<file path="src/rtl/multi_hand_datapath.sv">
// multi_hand_datapath: multi-hand card store with free-running rank generator, modulo scores and req/ack deal handshake
module multi_hand_datapath #(
  parameter int NUM_HANDS = 2,
  parameter int CARDS_PER_HAND = 3,
  parameter int SCORE_MOD = 10,
  localparam int HSEL_W = NUM_HANDS > 1 ? $clog2(NUM_HANDS) : 1,
  localparam int CNT_W = $clog2(CARDS_PER_HAND + 1),
  localparam int SCORE_W = $clog2(SCORE_MOD)
) (
  input  logic fast_clock,
  input  logic reset,
  input  logic deal_req,
  input  logic [HSEL_W-1:0] hand_sel,
  input  logic inject_en,
  input  logic [3:0] inject_card,
  input  logic [NUM_HANDS-1:0] clear_hand,
  output logic busy,
  output logic deal_ack,
  output logic deal_err,
  output logic [NUM_HANDS*CARDS_PER_HAND*4-1:0] cards_out,
  output logic [NUM_HANDS*CNT_W-1:0] card_count,
  output logic [NUM_HANDS*SCORE_W-1:0] scores,
  output logic [NUM_HANDS-1:0] hand_full
);
  typedef enum logic [1:0] {IDLE, LOAD, SCORE, DONE} state_t;
  localparam logic [SCORE_W:0] MOD = (SCORE_W+1)'(SCORE_MOD);
  state_t state, state_n;
  logic [3:0] gen, rank, rank_in, value;
  logic [HSEL_W-1:0] h_q;
  logic err, take, req_err;
  logic [3:0] card [NUM_HANDS][CARDS_PER_HAND];
  logic [CNT_W-1:0] count [NUM_HANDS];
  logic [SCORE_W-1:0] score [NUM_HANDS];
  logic [SCORE_W-1:0] sel_score, score_n;
  logic [SCORE_W:0] sum;
  logic [2**HSEL_W-1:0] bad;
  genvar i, s;
  // selector codes beyond NUM_HANDS are treated like a full hand so one lookup covers both errors
  for (i = 0; i < 2**HSEL_W; i++) begin : g_bad
    if (i < NUM_HANDS) begin : g_v
      assign bad[i] = hand_full[i];
    end else begin : g_x
      assign bad[i] = 1'b1;
    end
  end
  for (i = 0; i < NUM_HANDS; i++) begin : g_out
    assign card_count[i*CNT_W +: CNT_W] = count[i];
    assign scores[i*SCORE_W +: SCORE_W] = score[i];
    assign hand_full[i] = count[i] == CNT_W'(CARDS_PER_HAND);
    for (s = 0; s < CARDS_PER_HAND; s++) begin : g_slot
      assign cards_out[(i*CARDS_PER_HAND+s)*4 +: 4] = card[i][s];
    end
  end
  assign take = state == IDLE && deal_req && clear_hand == '0;
  assign rank_in = inject_en ? inject_card : gen;
  assign req_err = bad[hand_sel] || rank_in == 4'd0 || rank_in > 4'd13;
  assign busy = state != IDLE;
  assign deal_ack = state == DONE;
  assign deal_err = deal_ack && err;
  always_comb begin
    sel_score = '0;
    for (int h = 0; h < NUM_HANDS; h++)
      if (h_q == HSEL_W'(h)) sel_score = score[h];
    value = rank <= 4'd9 ? rank : 4'd0;
    sum = {1'b0, sel_score} + (SCORE_W+1)'(value);
    score_n = SCORE_W'(sum >= MOD ? sum - MOD : sum);
    state_n = state == IDLE ? (take ? (req_err ? DONE : LOAD) : IDLE) :
              state == LOAD ? SCORE : state == SCORE ? DONE : IDLE;
  end
  always_ff @(posedge fast_clock)
    if (reset) state <= IDLE;
    else state <= state_n;
  always_ff @(posedge fast_clock) begin
    if (reset) begin
      gen <= 4'd1;
      rank <= '0;
      h_q <= '0;
      err <= 1'b0;
      for (int h = 0; h < NUM_HANDS; h++) begin
        count[h] <= '0;
        score[h] <= '0;
        for (int k = 0; k < CARDS_PER_HAND; k++) card[h][k] <= '0;
      end
    end else begin
      gen <= gen == 4'd13 ? 4'd1 : gen + 4'd1;
      if (take) begin
        rank <= rank_in;
        h_q <= hand_sel;
        err <= req_err;
      end
      for (int h = 0; h < NUM_HANDS; h++) begin
        if (state == IDLE && clear_hand[h]) begin
          count[h] <= '0;
          score[h] <= '0;
          for (int k = 0; k < CARDS_PER_HAND; k++) card[h][k] <= '0;
        end
        if (state == LOAD && h_q == HSEL_W'(h)) begin
          for (int k = 0; k < CARDS_PER_HAND; k++)
            if (count[h] == CNT_W'(k)) card[h][k] <= rank;
          count[h] <= count[h] + 1'b1;
        end
        if (state == SCORE && h_q == HSEL_W'(h)) score[h] <= score_n;
      end
    end
  end
endmodule

</file>
<file path="config.mk">
export PLATFORM = sky130hd
export DESIGN_NAME = multi_hand_datapath
export DESIGN_NICKNAME = d
export VERILOG_FILES = /design/src/rtl/multi_hand_datapath.sv
export SDC_FILE = /design/constraint.sdc
export NUM_CORES = 1
export LEC_CHECK = 0
export CAP_MARGIN = 10
export CORE_ASPECT_RATIO = 0.6
export CORE_UTILIZATION = 57
export CTS_BUF_LIST = sky130_fd_sc_hd__clkbuf_4
export DETAILED_ROUTE_END_ITERATION = 6
export PLACE_DENSITY = 0.94
export SLEW_MARGIN = 20
export SYNTH_ARGS = -nofsm -noshare
export SYNTH_HDL_FRONTEND = slang
export SYNTH_SLANG_ARGS = --single-unit
</file>
<file path="constraint.sdc">
create_clock -name fast_clock -period 6.8 [get_ports fast_clock]
set_clock_uncertainty 0.05 [all_clocks]
set_input_delay 1.02 -clock fast_clock [delete_from_list [all_inputs] [get_ports fast_clock]]
set_output_delay 1.02 -clock fast_clock [all_outputs]
set_load 0.02 [all_outputs]
</file>
==> metrics.cfg <==
[run_status]
status=finished, final reports clean

[floorplan]
design.core.area_mm2=0.00412
die_h_um=52.9
ios=52
die_w_um=86.8
start_util=0.597
die_area_mm2=0.00459
rows=18

[cts]
cts_made_buffers=5
cts_root_buf=clkbuf_4
cts_hold_buf=0
path_clk_slew_ns=0.14
cts_tree=yes
post_cts_resize_count=0
cts_setup_buffers=0
cts_sinks=48
htreeDepth=2
clkLatencyLatePin_ns=0.37
clockBufferDepth=2

[critical_path]
cpMostUsedCell=ha_1
cpPeakStageDelay_ns=0.56
end_kind=flip-flop
path_max_fanout=9
cp.required_ns=6.95
r2r_slack_ns=3.61
reg2reg_depth=10
crit_slowest_cell=dfxtp_1
worstSetupStartpointType=flip-flop
cp_cell_sequence=mux2_2 -> ha_1 -> fa_1 -> xnor2_2 -> ha_1 -> inv_1 -> a31o_2 -> a21oi_2 -> nor2_1 -> o31ai_1
critical_path_class=reg -> reg
critPathArrivalTime_ns=3.33

[synth]
synth_area_per_cell_um2=11.3
syn_nets=250
yosysTopAreaCellShare=0.390
syn_area_mm2=0.00246
async_flop_share=0
yosys_warnings=0
seq_area_frac_synth=0.521
ys_ff_latch=48
synth_most_common_cell=edfxtp_1
yosys.area.top_type=edfxtp_1
synth_ff_type=edfxtp_1
synth.distinct_cells=39
synth_commonest_cells=32 x edfxtp_1, 21 x and3_1, 20 x ha_1, 16 x dfxtp_1, 16 x nand2_1
syn_inst=218
synth_edf_count=32
synth_area_leaders=edfxtp_1 39%, dfxtp_1 13%, ha_1 10%

[hold_path]
min_path_type=reg -> reg
min_path_cells=1

[place]
place_hpwl_um=3840
io_buffers=51
place_congestion=0.886

[flow_run]
drv_cap=0

[sta]
max_slew_margin=0.586
hold_violations=0
period_share=0.469
setup_viol=0
rsz0062_at_grt=false
drv_slew=0
tightest_slew_ns=0.619
fmax_ghz=0.314
layout_min_cycle_time_ns=3.19
setup_tns_ns=0

[power]
vdd_drop_max_mv=0.115
power_density_mw_per_mm2=196
p_leak_nw=1.32

[layout]
fin_nets=299
diodes=0
final-seq-area_mm2=0.00128
multiInputGateArea_mm2=0.00108
drive_gt1_frac=0.0709
fillers=283
syn2layout_area_growth_pct=25.8
final_util=0.751

[grt]
grt_use_met3=0.0702
busiest_layer=met2
groute.layer.met1.usage=0.358
grt_first_pass_wirelength_um=8510
grt_max_degree=19
antenna_found_initial=0
met2_usage=0.387
grt_pass1_vias=1702
grt.overflow.total=0
grt_use_total=0.251

[drt]
drc_errors=0
ant_nets=0
wl_um=5160
vias_per_cell=5.52
via_count=1811
detail_route.wl_per_cell_um=15.7
drtPass1Iterations=4
drt_iter0_markers=100

metrics by stage:
step | hold WS, ns | power (mW) | std cells | setup WS (ns) | area, um^2
2_1_floorplan | 0.375 | 0.401 | 218 | 4.00 | 2460
3_3_place_gp | 0.423 | 0.437 | 320 | 3.49 | 3010
3_5_place_dp | 0.427 | 0.441 | 320 | 3.31 | 3010
4_1_cts | 0.463 | 0.609 | 328 | 3.65 | 3090
5_1_grt | 0.485 | 0.635 | 328 | 3.41 | 3100
6_report | 0.464 | 0.608 | 328 | 3.61 | 3100
cell type report:
type,count,share of cell area
Sequential cell,48,0.414
Timing Repair Buffer,52,0.167
Clock buffer,5,0.0121
Multi-Input combinational cell,146,0.350
Clock inverter,3,0.0154
Inverter,14,0.0170
Tap cell,60,0.0242
power breakdown:
part | internal, mW | total (mW) | switching, mW
Clock | 0.0787 | 0.173 | 0.0938
Combinational | 0.0444 | 0.0998 | 0.0553
Sequential | 0.324 | 0.336 | 0.0122
state kept, by name, indices dropped and copies added, names as in the netlist:
name   count
rank       4
state      2
count      4
err        1
gen        4
score      8
card      24
h_q        1
cell families (layout without fill, tap and decap cells):
kind of cell / Yosys count / after routing / synth area share
flip-flops: 48 / 48 / 0.521
AND/OR/NAND/NOR: 79 / 79 / 0.173
buffers and inverters: 24 / 74 / 0.0407
multiplexers: 15 / 15 / 0.0630
XOR/XNOR: 1 / 1 / 0.00661
adder cells (fa/ha/maj): 21 / 21 / 0.110
AO/OA/AOI/OAI: 30 / 30 / 0.0864
placed cells by master (no fill, tap or decap), types with 8 or more instances in the layout:
cell / n
ha_1: 20
nand2_1: 16
clkdlybuf4s50_1: 51
edfxtp_1: 32
dfxtp_1: 16
a21oi_1: 9
and2_1: 8
and3_1: 21
nor2_1: 13
inv_1: 14
mux2i_1: 11
worst max-delay path: cells and delay by family (launching register included):
| kind | cells | cell delay [ns] |
|---|---|---|
| AO/OA/AOI/OAI | 3 | 0.66 |
| buffers and inverters | 1 | 0.05 |
| adder cells (fa/ha/maj) | 3 | 0.92 |
| flip-flops | 1 | 0.56 |
| multiplexers | 1 | 0.40 |
| XOR/XNOR | 1 | 0.28 |
| AND/OR/NAND/NOR | 1 | 0.10 |
final timing paths:
check,startpoint,to
max reg2reg,h_q,score[0][2]
min,card[0][9],card[0][9]
max,h_q,score[0][2]
min reg2reg,card[0][9],card[0][9]
routing by layer:
metal,vias up,share of wire
met5,-,0
met4,0,0.0052
met3,7,0.073
met2,80,0.44
met1,840,0.48
li1,884,-
No activity file was read; power rests on OpenSTA's default activity.
==> RTL edit 1, RTL diff (same flow settings) <==
Set the parameter `NUM_HANDS` to 1 (it was 2).
--- a/src/rtl/multi_hand_datapath.sv
+++ b/src/rtl/multi_hand_datapath.sv
@@ -1,6 +1,6 @@
 // multi_hand_datapath: multi-hand card store with free-running rank generator, modulo scores and req/ack deal handshake
 module multi_hand_datapath #(
-  parameter int NUM_HANDS = 2,
+  parameter int NUM_HANDS = 1,
   parameter int CARDS_PER_HAND = 3,
   parameter int SCORE_MOD = 10,
   localparam int HSEL_W = NUM_HANDS > 1 ? $clog2(NUM_HANDS) : 1,
Interface: changed (5 resized); port bits go from 52 to 32. No check against the original RTL was run, so the function may have changed too.
==> RTL edit 1 against the unedited design <==
Final area is 34% lower. Combinational power down 17%. Critical path depth rose by 1. Worst hold slack worse by 26 ps. First-iteration DRC count is 32% higher. Highest routed layer unchanged. Die area decreased by 33%. Routed wire length is 30% lower. Utilization increased by 2.7 points. The flow now finishes with violations (DRC). Power is 34% lower. Non-clock buffer count fell by 21. Synthesized area fell by 34%. Setup slack better by 160 ps. Sequential cell count shrank 18.
==> RTL edit 1: results (changes against the unedited design) <==
Yosys top cell by area=dfxtp_1; leak pwr=0.879 nW (-33%); Post-Synth XOR/XNOR Area=0.994% (+0.33 points); status=finished with violations; Worst R2R Setup Slack=3770 ps (+160 ps); R2R cell count=11 (+1); worst ir drop on vdd=130 uV (+14%); Synth Area in Compound Gates=11.2% (+2.5 points); worst hold path startpoint=gen[0]$_SDFF_PP1_; adder-cell share of the synthesized area=13.5% (+2.5 points); Placer Congestion=0.901 (+1.8%); post-placement cell area=1970 um2 (-34%); number of global-route vias before repair=1305 (-23%); worst r2r src=rank[2]$_SDFFE_PP0P_; first-pass GRT wire length=6130 um (-28%); pin count of the biggest net entering global routing=15 (-4); syn_area_per_cell=9.80 um2 (-13%); critical path arrival=3140 ps (-190 ps); GRT Resource Usage Total=26.8% (+1.7 points); Vias/cell=5.65 (+2.2%); drt pass-1 iters=6 (+2); Netlist cell types=31 (-21%); layout cells sized above 1=5.45% (-1.6 points); Worst slew margin=48.5% (-10 points); Final HPWL DP=2800 um (-27%); # DRC=1 (+1); Worst-Skew Late Latency=330 ps (-40 ps); root buf cell=clkbuf_4; Mapped Nets=194 (-22%); Crit Path Max Fanout=7 (-2); Post-synth top cells=nor2_1, dfxtp_1, mux2i_1; failing checks=DRC; EDFF count, synth=10 (-69%); mux contribution to synthesized area=10.4% (+4.1 points); Synth area leaders=dfxtp_1, edfxtp_1, ha_1, mux2i_1, nor2_1; fmax=330 MHz (+5.3%); drt wl/cell=15.4 um (-1.9%); max reg flops=12 (-50%); sequential area share after synthesis=42.8% (-9.2 points); Port Buffers=31 (-39%); clock-pin slew on the worst setup and hold paths=90 ps (-50 ps); DRC violation total after the first TritonRoute iteration=132 (+32%); slowest cell delay on critical path=510 ps (-50 ps); final net count=228 (-24%); sw frac=28.5% (+2.0 points); Main synth FF type=dfxtp_1; Routed WL=3610 um (-30%)
RTL edit 1: cell types whose count changed after synthesis, sizes merged, moves of 5 or more:
| cell | delta |
|---|---|
| and3 | -19 |
| edfxtp | -22 |
| nor2 | +14 |
| clkbuf | -5 |
| mux2i | +6 |
| nand2 | -8 |
RTL edit 1: per-layer routing:
layer  vias to the layer above  GRT usage (%)  wire length, um
li1                        649              -                -
met1                       615           35.6             1660
met2                        51           44.2             1670
met3                         6           7.44              254
met4                         0           6.80               29
met5                         -              0                0
RTL edit 1: power groups by stage:
stage               combinational (mW)  clock [mW]  sequential [mW]
global placement                0.0783           0            0.208
CTS                             0.0829       0.114            0.205
floorplan                       0.0505           0            0.212
detailed placement              0.0825           0            0.209
finish                          0.0833       0.112            0.206
global route                    0.0925       0.121            0.207
RTL edit 1: worst min-delay path by stage:
stage,end,slack [ps],cells after the start
2_1_floorplan,gen[0]$_SDFF_PP1_,380,1
3_3_place_gp,gen[0]$_SDFF_PP1_,410,1
3_5_place_dp,gen[0]$_SDFF_PP1_,410,1
4_1_cts,gen[0]$_SDFF_PP1_,430,1
5_1_grt,gen[0]$_SDFF_PP1_,470,1
6_report,gen[0]$_SDFF_PP1_,440,1
RTL edit 1: cells by family (layout without fill, tap and decap cells):
family,Yosys count,after routing
DFF,30,30
muxes,17,17
xor gates and xnor gates,1,1
AOI/OAI and AO/OA,28,28
adders and majority gates,17,17
buffers and inverters,14,49
and+or+nand+nor,60,60
RTL edit 1: cell type report:
cell class	count	area, um2
fillers	170	579
repair buffers	31	310
multi-input cells	123	882
well taps	32	40.0
clock buffers	8	60.1
flip-flops and latches	30	701
inverters	10	37.5
==> RTL edit 2, RTL diff (same settings) <==
Made on the original files. Encoding of `state_t`: now one-hot (4 bits for 4 states).
--- a/src/rtl/multi_hand_datapath.sv
+++ b/src/rtl/multi_hand_datapath.sv
@@ -22,7 +22,7 @@
   output logic [NUM_HANDS*SCORE_W-1:0] scores,
   output logic [NUM_HANDS-1:0] hand_full
 );
-  typedef enum logic [1:0] {IDLE, LOAD, SCORE, DONE} state_t;
+  typedef enum logic [3:0] {IDLE = 4'b0001, LOAD = 4'b0010, SCORE = 4'b0100, DONE = 4'b1000} state_t;
   localparam logic [SCORE_W:0] MOD = (SCORE_W+1)'(SCORE_MOD);
   state_t state, state_n;
   logic [3:0] gen, rank, rank_in, value;
Formal check against the unedited RTL: no difference found for any inputs over 10 cycles, from zero or initial values and one cycle with reset high; not proved beyond that.
==> RTL edit 2 against the unedited design <==
Synthesized area grew 4.3%. Power grew 3.8%. Count of clock-buffer cells in the layout stayed put. Sequential cell count up 2. Highest routed layer unchanged. Setup slack lost 220 ps. Final area up 3.0%. Worst hold slack got worse by 28 ps. Routed wire length grew 2.6%. Largest cell class unchanged.
==> RTL edit 2: results (changes against the unedited design) <==
dpl cells=328 (+2.5%); worst ir drop on vdd=118 uV (+2.7%); Final HPWL DP=3980 um (+3.6%); status=complete, no violations; drt wl/cell=15.8 um (+0.17%); Worst R2R End=score[1][2]$_SDFFCE_PN0P_; worst hold path startpoint=gen[0]$_SDFF_PP1_; Crit Path Max Fanout=13 (+4); leak pwr=1.31 nW (-0.56%); Post-Synth XOR/XNOR Area=0.682% (+0.021 points); Vias/cell=5.60 (+1.5%); post-placement cell area=3110 um2 (+3.3%); Mapped Nets=254 (+1.6%); Post-Layout Cell Count=336 (+2.4%); Placer Congestion=0.841 (-5.0%); Min-Delay Endpoint=gen[0]$_SDFF_PP1_; DRC violation total after the first TritonRoute iteration=108 (+8.0%); first-pass GRT wire length=8390 um (-1.4%); Synth area leaders=edfxtp_1, dfxtp_1, ha_1, and3_1, mux2i_1; number of global-route vias before repair=1714 (+0.71%); Worst-Skew Late Latency=380 ps; Worst Max-Slew Pin Slew=814 ps (+195 ps); layout cells sized above 1=7.61% (+0.52 points); fill cell count=293 (+3.5%); Post-synth top cells=edfxtp_1, and3_1, dfxtp_1, nand2_1, ha_1; pin count of the biggest net entering global routing=25 (+6); adder-cell share of the synthesized area=8.09% (-2.9 points); Worst R2R Setup Slack=3390 ps (-220 ps); Synth Area in Compound Gates=7.07% (-1.6 points); syn_area_per_cell=11.3 um2 (+0.19%); sequential area share after synthesis=51.5% (-0.60 points); final net count=302 (+1.0%); mux contribution to synthesized area=6.04% (-0.26 points); critical path arrival=3520 ps (+190 ps)
## RTL edit 2: cells by family (layout without fill, tap and decap cells)
group           count (synthesis)  count (layout)
fa+ha+maj                      16              16
flops                          50              50
simple gates                   96              96
xor+xnor                        2               2
compound gates                 28              28
buf+inv                        20              69
mux                            15              15
## RTL edit 2: routing by layer
layer	up-vias	global-route usage [%]	part of all wire, %
met5	-	0	0
met4	0	11.8	1.8
met3	10	6.44	5.3
met2	64	40.3	47
met1	888	31.5	45
li1	921	-	-
## RTL edit 2: power breakdown
part           internal [mW]  leakage [nW]  switching [mW]
clock                 0.0794        0.0458          0.0999
combinational         0.0458         0.764          0.0568
sequential             0.337         0.500          0.0132
## RTL edit 2: worst max-delay path, stage by stage (launching register included)
cell	delay, ps
dfxtp_1	710
mux2_2	400
ha_1	200
fa_1	410
xor2_1	290
inv_1	80
ha_1	260
o31a_1	150
o21ai_1	320
nand3_1	130
and3b_1	180
## RTL edit 2: metrics by stage
step | util, % | hold slack, ps | setup WS [ps] | total power [mW]
floorplan | - | 365 | 3740 | 0.416
global route | 75.8 | 461 | 3190 | 0.658
detailed placement | 73.7 | 408 | 3120 | 0.458
finish | 75.8 | 436 | 3390 | 0.632
CTS | 75.8 | 440 | 3450 | 0.633
global placement | 73.7 | 392 | 3230 | 0.453
## RTL edit 2: final cells by class
type,instances,share of cell area (%)
clock buffer,5,1.18
clock inverter,3,1.49
inverter,10,1.18
multi-input combinational,157,36.4
sequential,50,41.4
tap,60,2.35
timing repair buffer,51,16.0
## RTL edit 2: how the worst max path moves through the flow
| stage | slack, ps | endpoint | cells after the start |
|---|---|---|---|
| after floorplan | 3740 | score[1][2]$_SDFFCE_PN0P_ | 11 |
| after global placement | 3230 | card[1][11]$_SDFFCE_PN0P_ | 6 |
| after detailed placement | 3120 | card[1][6]$_SDFFCE_PN0P_ | 6 |
| after CTS | 3450 | score[1][2]$_SDFFCE_PN0P_ | 10 |
| after global routing | 3190 | score[0][2]$_SDFFCE_PN0P_ | 10 |
| final | 3390 | score[1][2]$_SDFFCE_PN0P_ | 10 |
